$ cat config.mk
export PLATFORM = sky130hd
export DESIGN_NAME = uart_frame_parser
export DESIGN_NICKNAME = d
export VERILOG_FILES = /design/src/rtl/uart_frame_pkg.sv /design/src/rtl/uart_gap_timer.sv /design/src/rtl/uart_frame_parser.sv
export SDC_FILE = /design/constraint.sdc
export NUM_CORES = 1
export LEC_CHECK = 0
export BUFFER_PORTS_ARGS = -buffer_cell sky130_fd_sc_hd__buf_2
export CORE_AREA = 2 2 97 99
export CTS_CLUSTER_DIAMETER = 200
export DETAILED_ROUTE_END_ITERATION = 8
export DIE_AREA = 0 0 99 101
export GPL_ROUTABILITY_DRIVEN = 0
export GPL_TIMING_DRIVEN = 0
export PLACE_DENSITY = 0.78
export SYNTH_ARGS = -nofsm -noshare
export SYNTH_HDL_FRONTEND = slang
export SYNTH_SLANG_ARGS = --single-unit
$ cat constraint.sdc
create_clock -name clk -period 8.5 [get_ports clk]
set_input_delay 1.7 -clock clk [delete_from_list [all_inputs] [get_ports clk]]
set_output_delay 1.7 -clock clk [all_outputs]
set_load 0.05 [all_outputs]
$ cat src/rtl/uart_frame_pkg.sv
// Shared types and constants for the UART frame parser.
package uart_frame_pkg;

  typedef enum logic [2:0] {
    IDLE,
    CMD,
    PAYLOAD,
    CHECK,
    HOLD
  } state_t;

  localparam logic [7:0] DEFAULT_SYNC_BYTE = 8'hA5;

  // Number of payload bytes carried by an operand of data_w bits.
  function automatic int unsigned frame_bytes(input int unsigned data_w);
    return data_w / 8;
  endfunction

endpackage

$ cat src/rtl/uart_gap_timer.sv
// Inter-byte gap timer: counts idle cycles and flags the cycle in which the
// count sits at TIMEOUT_CYC-1 with no strobe clearing it.
module uart_gap_timer #(
  parameter int unsigned TIMEOUT_CYC = 100000
) (
  input  logic clk,
  input  logic rst,
  input  logic enable,
  input  logic clear,
  output logic expire
);

  localparam int unsigned CNT_W = $clog2(TIMEOUT_CYC);
  localparam logic [CNT_W-1:0] LAST = CNT_W'(TIMEOUT_CYC - 1);
  localparam logic [CNT_W-1:0] PRE  = CNT_W'(TIMEOUT_CYC - 2);

  logic [CNT_W-1:0] count;

  // expire is registered one step early so it is high exactly while the
  // count holds TIMEOUT_CYC-1; the parser lets a coincident strobe win.
  always_ff @(posedge clk or posedge rst) begin
    if (rst) begin
      count  <= '0;
      expire <= 1'b0;
    end else if (!enable || clear) begin
      count  <= '0;
      expire <= 1'b0;
    end else begin
      if (count != LAST) begin
        count <= count + CNT_W'(1);
      end
      expire <= (count == PRE);
    end
  end

endmodule

$ cat src/rtl/uart_frame_parser.sv
// Parses SYNC/CMD/payload/CHK frames from the UART byte stream and offers
// {cmd, operand} on a valid/ready handshake.
module uart_frame_parser
  import uart_frame_pkg::*;
#(
  parameter int unsigned DATA_W      = 64,
  parameter logic [7:0]  SYNC_BYTE   = DEFAULT_SYNC_BYTE,
  parameter int unsigned TIMEOUT_CYC = 100000
) (
  input  logic              clk,
  input  logic              rst,
  input  logic [7:0]        rx_data,
  input  logic              rx_valid,
  output logic [7:0]        cmd_out,
  output logic [DATA_W-1:0] operand_out,
  output logic              frame_valid,
  input  logic              frame_ready,
  output logic              err_checksum,
  output logic              err_timeout,
  output logic              err_overrun,
  output logic              busy
);

  localparam int unsigned NB    = frame_bytes(DATA_W);
  localparam int unsigned CNT_W = (NB > 1) ? $clog2(NB) : 1;
  localparam logic [CNT_W-1:0] LAST_IDX = CNT_W'(NB - 1);

  state_t           state;
  logic [CNT_W-1:0] byte_cnt;
  logic [7:0]       xor_acc;
  logic             timer_en;
  logic             expire;

  assign timer_en = (state == CMD) || (state == PAYLOAD) || (state == CHECK);

  uart_gap_timer #(
    .TIMEOUT_CYC(TIMEOUT_CYC)
  ) u_gap_timer (
    .clk   (clk),
    .rst   (rst),
    .enable(timer_en),
    .clear (rx_valid),
    .expire(expire)
  );

  // Frame FSM with registered outputs; error flags default low each cycle.
  always_ff @(posedge clk or posedge rst) begin
    if (rst) begin
      state        <= IDLE;
      byte_cnt     <= '0;
      xor_acc      <= '0;
      cmd_out      <= '0;
      operand_out  <= '0;
      frame_valid  <= 1'b0;
      err_checksum <= 1'b0;
      err_timeout  <= 1'b0;
      err_overrun  <= 1'b0;
      busy         <= 1'b0;
    end else begin
      err_checksum <= 1'b0;
      err_timeout  <= 1'b0;
      err_overrun  <= 1'b0;
      case (state)
        IDLE: begin
          if (rx_valid && (rx_data == SYNC_BYTE)) begin
            state <= CMD;
            busy  <= 1'b1;
          end
        end
        CMD: begin
          if (rx_valid) begin
            cmd_out  <= rx_data;
            xor_acc  <= rx_data;
            byte_cnt <= '0;
            state    <= PAYLOAD;
          end else if (expire) begin
            err_timeout <= 1'b1;
            state       <= IDLE;
            busy        <= 1'b0;
          end
        end
        PAYLOAD: begin
          if (rx_valid) begin
            operand_out <= DATA_W'({operand_out, rx_data});
            xor_acc     <= xor_acc ^ rx_data;
            byte_cnt    <= byte_cnt + CNT_W'(1);
            if (byte_cnt == LAST_IDX) begin
              state <= CHECK;
            end
          end else if (expire) begin
            err_timeout <= 1'b1;
            state       <= IDLE;
            busy        <= 1'b0;
          end
        end
        CHECK: begin
          if (rx_valid) begin
            if (rx_data == xor_acc) begin
              frame_valid <= 1'b1;
              state       <= HOLD;
            end else begin
              err_checksum <= 1'b1;
              state        <= IDLE;
              busy         <= 1'b0;
            end
          end else if (expire) begin
            err_timeout <= 1'b1;
            state       <= IDLE;
            busy        <= 1'b0;
          end
        end
        HOLD: begin
          // Bytes arriving while a frame is held are dropped, never parsed.
          if (rx_valid) begin
            err_overrun <= 1'b1;
          end
          if (frame_ready) begin
            frame_valid <= 1'b0;
            state       <= IDLE;
            busy        <= 1'b0;
          end
        end
        default: begin
          frame_valid <= 1'b0;
          state       <= IDLE;
          busy        <= 1'b0;
        end
      endcase
    end
  end

endmodule

# Word-level counts from Yosys, hierarchy flattened
# Cells that the tools add are included.
# Widths: inputs -> output; s select.
# totals
register_bits	109
elab_cells	87
# classes
n_addsub	2
n_eq_ne	18
mux	36
n_bitwise	2
n_reduce_logical	17
# ops
operator	count
$mux 17	2
$mux 3	10
$add 17x1->17 const B	1
$eq 17x17->1 const B	1
$mux 1	17
$ne 17x17->1 const B	1
$mux 8	2
$pmux 8 s2	1
$pmux 3 s5	1
$ne 2x2->1 const B	6
$eq 8x8->1	1
$eq 8x8->1 const B	1
$reduce_and 4->1	2
$xor 8x8->8	1
$eq 3x2->1 const B	2
$eq 3x3->1 const B	2
$pmux 3 s2	1
$reduce_and 3->1	2
$reduce_or 3->1	2
$pmux 1 s4	1
$reduce_and 2->1	2
$reduce_bool 2->1	2
$add 3x1->3 const B	1
$eq 3x1->1 const B	1
other kinds (10)	12

# Longest topological paths before layout
# logic_depth
ltp_word	6
ltp_mapped	8
depth_no_buf	6

# Modules after synthesis
# A second synthesis with hierarchy kept.
# unflattened
hier_cells	364
hier_area_um2	4813.4
# modules_own_cells
mod	instances	cells_each	area_per_inst_um2	seq_area_each_um2
uart_frame_parser	1	264	3802.4	2277.2
uart_gap_timer	1	100	1011.0	450.4

# Least setup slack after synthesis
# Ideal clock, no wire load.
# synth_timing
path_kind	input port to flip-flop
from	in rx_valid
to	reg operand_out[23]
setup_time_ns	0.125
t_arrival_ns	2.818
slack_ns	5.558
cell_stages	6
n_path_buf	4
path_cell_list	buf_2 -> and4bb_2 -> buf_2 -> buf_4 -> buf_6 -> mux2_2
# synth_between
elab_chain_cells	1
# synth_lines
element	line_no	rtl
from (decl)	uart_frame_parser.sv:13	input logic rx_valid,
$reduce_and 2->1 (no source line)	n/a	
to (signal assigned)	uart_frame_parser.sv:84	operand_out <= DATA_W'({operand_out, rx_data});
to (decl)	uart_frame_parser.sv:15	output logic [DATA_W-1:0] operand_out,
# Every way passes these cells.
# A chain may end at the register's enable or synchronous reset.

# Worst setup path in the final report
# layout_timing
from	in rx_valid
to	reg operand_out[24]
# The elaborated chain is that of the path after synthesis.

==> results by group <==
Logic synthesis
  • Post-Syn Area: 4838 um2
  • Syn. warnings: 0
  • Syn Inst Count: between 300 and 400
  • Post-synthesis cell type count: 50
  • Syn nets: between 300 and 400
  • Number of synthesized flops with an enable pin: 0
  • Main synth FF type: dfrtp_1
  • Yosys reg bits: between 100 and 150
  • Register area share after synthesis: 56.37%
  • Async set or reset register ratio after synthesis: 100.0%
  • Avg Cell Area, Syn: around 13 um2

Place
  • HPWL after detailed placement: a little under 7000 um
  • I/O Buffers: 87
  • Inst Count DP: ~580
  • Setup Slack @ Placement: ~5400 ps

GRT
  • Vias in the first global route: roughly 3,200
  • Largest net degree at the start of global routing: between 60 and 70
  • Most Crowded Layer GR: met2
  • Global-route wire length before repair: 15,920 um
  • Initial antenna violation count: 0
  • Total GRT Usage: between 10% and 20%
  • Met1 usage: between 20% and 30%
  • Met3 Usage GRT: under 10%
  • Grt met2 use: between 30% and 40%
  • GR Overflow Total: 0

Routing
  • Drt pass-1 iters: 4
  • Post-DR vias/cell: between 5 and 6
  • Mean routed wirelength per cell: between 15 and 20 um
  • # DRC: 0
  • Final WL: roughly 9700 um
  • Remaining antenna violation count: 0
  • Detailed-route via count: ~3,300
  • Starting DRT DRC Count: between 100 and 150

Worst setup path
  • Critical Path AT: slightly above 3000 ps
  • Reg-to-reg startpoint: state[0]
  • Levels on crit path: 6
  • Worst setup SP type: primary input
  • Worst path buffer plus inverter count: 4
  • Cell mode on critical path: buf_2
  • CP Cell Sequence: buf_2, and4bb_2, buf_2, buf_4, buf_6, mux2_2
  • FF-to-FF End: u_gap_timer.count[6]
  • Critical-path maximum fanout: 10
  • Critical path's top delay family: buffers and inverters
  • Crit path largest cell delay: approximately 340 ps
  • Nature of the critical path endpoint: flop
  • Worst-case reg-to-reg path depth: 5
  • CP required: approximately 9000 ps
  • Kind of critical path: primary input to flop
  • Worst path slowest cell: mux2_2
  • Flop2flop setup slack: ~6600 ps

Run
  • Maxcap violations: 0

Floorplanning
  • Starting Density: between 50% and 60%
  • Core Region: around 9000 um2
  • # rows: 35
  • Io pins: 89
  • Width of the die: 99 um
  • Die Area: 9999 um2
  • Die H: around 100 um

Worst hold path
  • Hold path start: byte_cnt[0]
  • Hold path endpoint: byte_cnt[0]
  • Hold crit path type: flop to flop
  • Hold depth: 1

Layout
  • Final #Nets: around 500
  • Syn-to-layout area delta: 16.86%
  • # diodes: 0
  • Fin cells: 593
  • Share of layout cells above drive strength 1: 43.78%

Timing
  • Worst slew pin tran: about 600 ps
  • Clock skew: between 10 and 15 ps
  • Max-slew violations: 0
  • Final setup violating endpoints: 0
  • Fmax: between 0.3 and 0.4 GHz
  • Final Hold Fails: 0
  • Worst setup margin: around 5700 ps
  • Fin crit period: about 2800 ps
  • Rel. slew slack: about three fifths
  • Tcrit/Tclk final: around 33%
  • Sum Neg Setup Slack: 0 ps
  • RSZ-0062 raised after global routing: no
  • Worst hold margin: around 500 ps

Clock network
  • Post-CTS sizing: 0
  • Worst-path clk slew: around 100 ps
  • TritonCTS clock tree: yes
  • TritonCTS Buffers: 9
  • CTS sink count: 109
  • Clock Path Buffers: 2
  • H-tree depth: 3
  • Hold_buf cts: 0
  • Skew-Pair Late Insertion Delay: around 370 ps
  • Post-CTS Setup Bufs: 0
  • Clock root buffer: clkbuf_8

Pwr
  • P_leak: roughly 2.7 nW
  • Max IR drop VDD: between 0.15 and 0.2 mV
  • Power Dens Cells: ~410 nW/um2

Outcome
  • Run status: complete, no violations
power breakdown:
part	internal [mW]	leakage, nW	switching, mW
Sequential	0.710	1.40	0.137
Clock	0.144	0.109	0.186
Combinational	0.350	1.21	0.818
Total	1.20	2.71	1.14
metrics by stage:
stage	power [mW]	cell area [um2]	util [%]
2_1_floorplan	1.755	4838	-
4_1_cts	2.364	5654	62.98
3_5_place_dp	2.037	5443	60.63
3_3_place_gp	2.002	5413	60.29
6_report	2.346	5654	62.98
5_1_grt	2.462	5654	62.98
flip-flops by register name, indices dropped and copies added, names as in the netlist, 3 cells and up:
| signal | cells |
|---|---|
| operand_out | 64 |
| u_gap_timer.count | 17 |
| cmd_out | 8 |
| xor_acc | 8 |
| byte_cnt | 3 |
| state | 3 |
final cells by class:
class,count,area [um2]
fillers,699,3323
flip-flops and latches,109,2728
multi-input cells,234,1914
repair buffers,88,462.9
plain buffers,20,140.1
well taps,111,138.9
clock buffers,9,123.9
clock inverters,7,87.58
inverters,15,58.81
cells in the mapped netlist (all sizes together), types with 3 or more instances:
| master | n | area, um2 |
|---|---|---|
| a211oi | 3 | 27.52 |
| a21oi | 11 | 58.81 |
| a22oi | 9 | 107.6 |
| a31oi | 3 | 18.77 |
| and3 | 7 | 45.05 |
| and4bb | 3 | 37.53 |
| buf | 16 | 125.1 |
| clkbuf | 4 | 15.01 |
| dfrtp | 109 | 2728 |
| ha | 4 | 50.05 |
| inv | 15 | 56.30 |
| mux2 | 72 | 810.8 |
| nand2 | 18 | 67.56 |
| nand3 | 14 | 70.07 |
| nand4 | 8 | 65.06 |
| nand4bb | 3 | 33.78 |
| nor2 | 16 | 60.06 |
| nor3 | 3 | 15.01 |
| o21ai | 17 | 85.08 |
| or3 | 7 | 43.79 |
| xnor2 | 9 | 78.83 |
| xor2 | 5 | 43.79 |
logic make-up (layout without fill, tap and decap cells):
kind of cell / after synthesis / count (layout) / synth area share [%]
xor+xnor: 14 / 14 / 2.534
buf+inv: 35 / 139 / 4.060
mux: 72 / 72 / 16.76
flops: 109 / 109 / 56.37
fa+ha+maj: 4 / 4 / 1.034
compound gates: 50 / 50 / 7.577
simple gates: 94 / 94 / 11.66
routing by layer:
metal / up-vias / share of wire, %
met5: - / 0
met4: 0 / 1.5
met3: 12 / 5.1
met2: 83 / 48
met1: 1654 / 45
li1: 1542 / -
layout by cell type, fill, tap and decap left out, types with 3 or more instances in the layout:
cell / count
a31oi_1: 3
nor2_1: 16
dfrtp_1: 109
xnor2_1: 9
nor3_1: 3
xor2_1: 5
buf_2: 94
ha_1: 4
a22oi_2: 8
buf_6: 6
or3_1: 7
mux2_2: 72
and3_1: 6
clkbuf_1: 4
nand4_1: 7
nand4bb_1: 3
nand3_1: 14
a21oi_1: 10
inv_1: 14
o21ai_0: 16
inv_6: 3
clkbuf_8: 9
nand2_1: 18
buf_4: 3
worst max path at each step:
stage / from / slack (ps) / end
after floorplan: rst / 3930 / busy
after global placement: rst / 2850 / cmd_out[0]
after detailed placement: rx_valid / 5350 / operand_out[24]
after CTS: operand_out[2] / 5710 / operand_out[2]
after global routing: operand_out[9] / 5700 / operand_out[9]
final: rx_valid / 5730 / operand_out[24]
No activity file was read; power rests on OpenSTA's default activity.
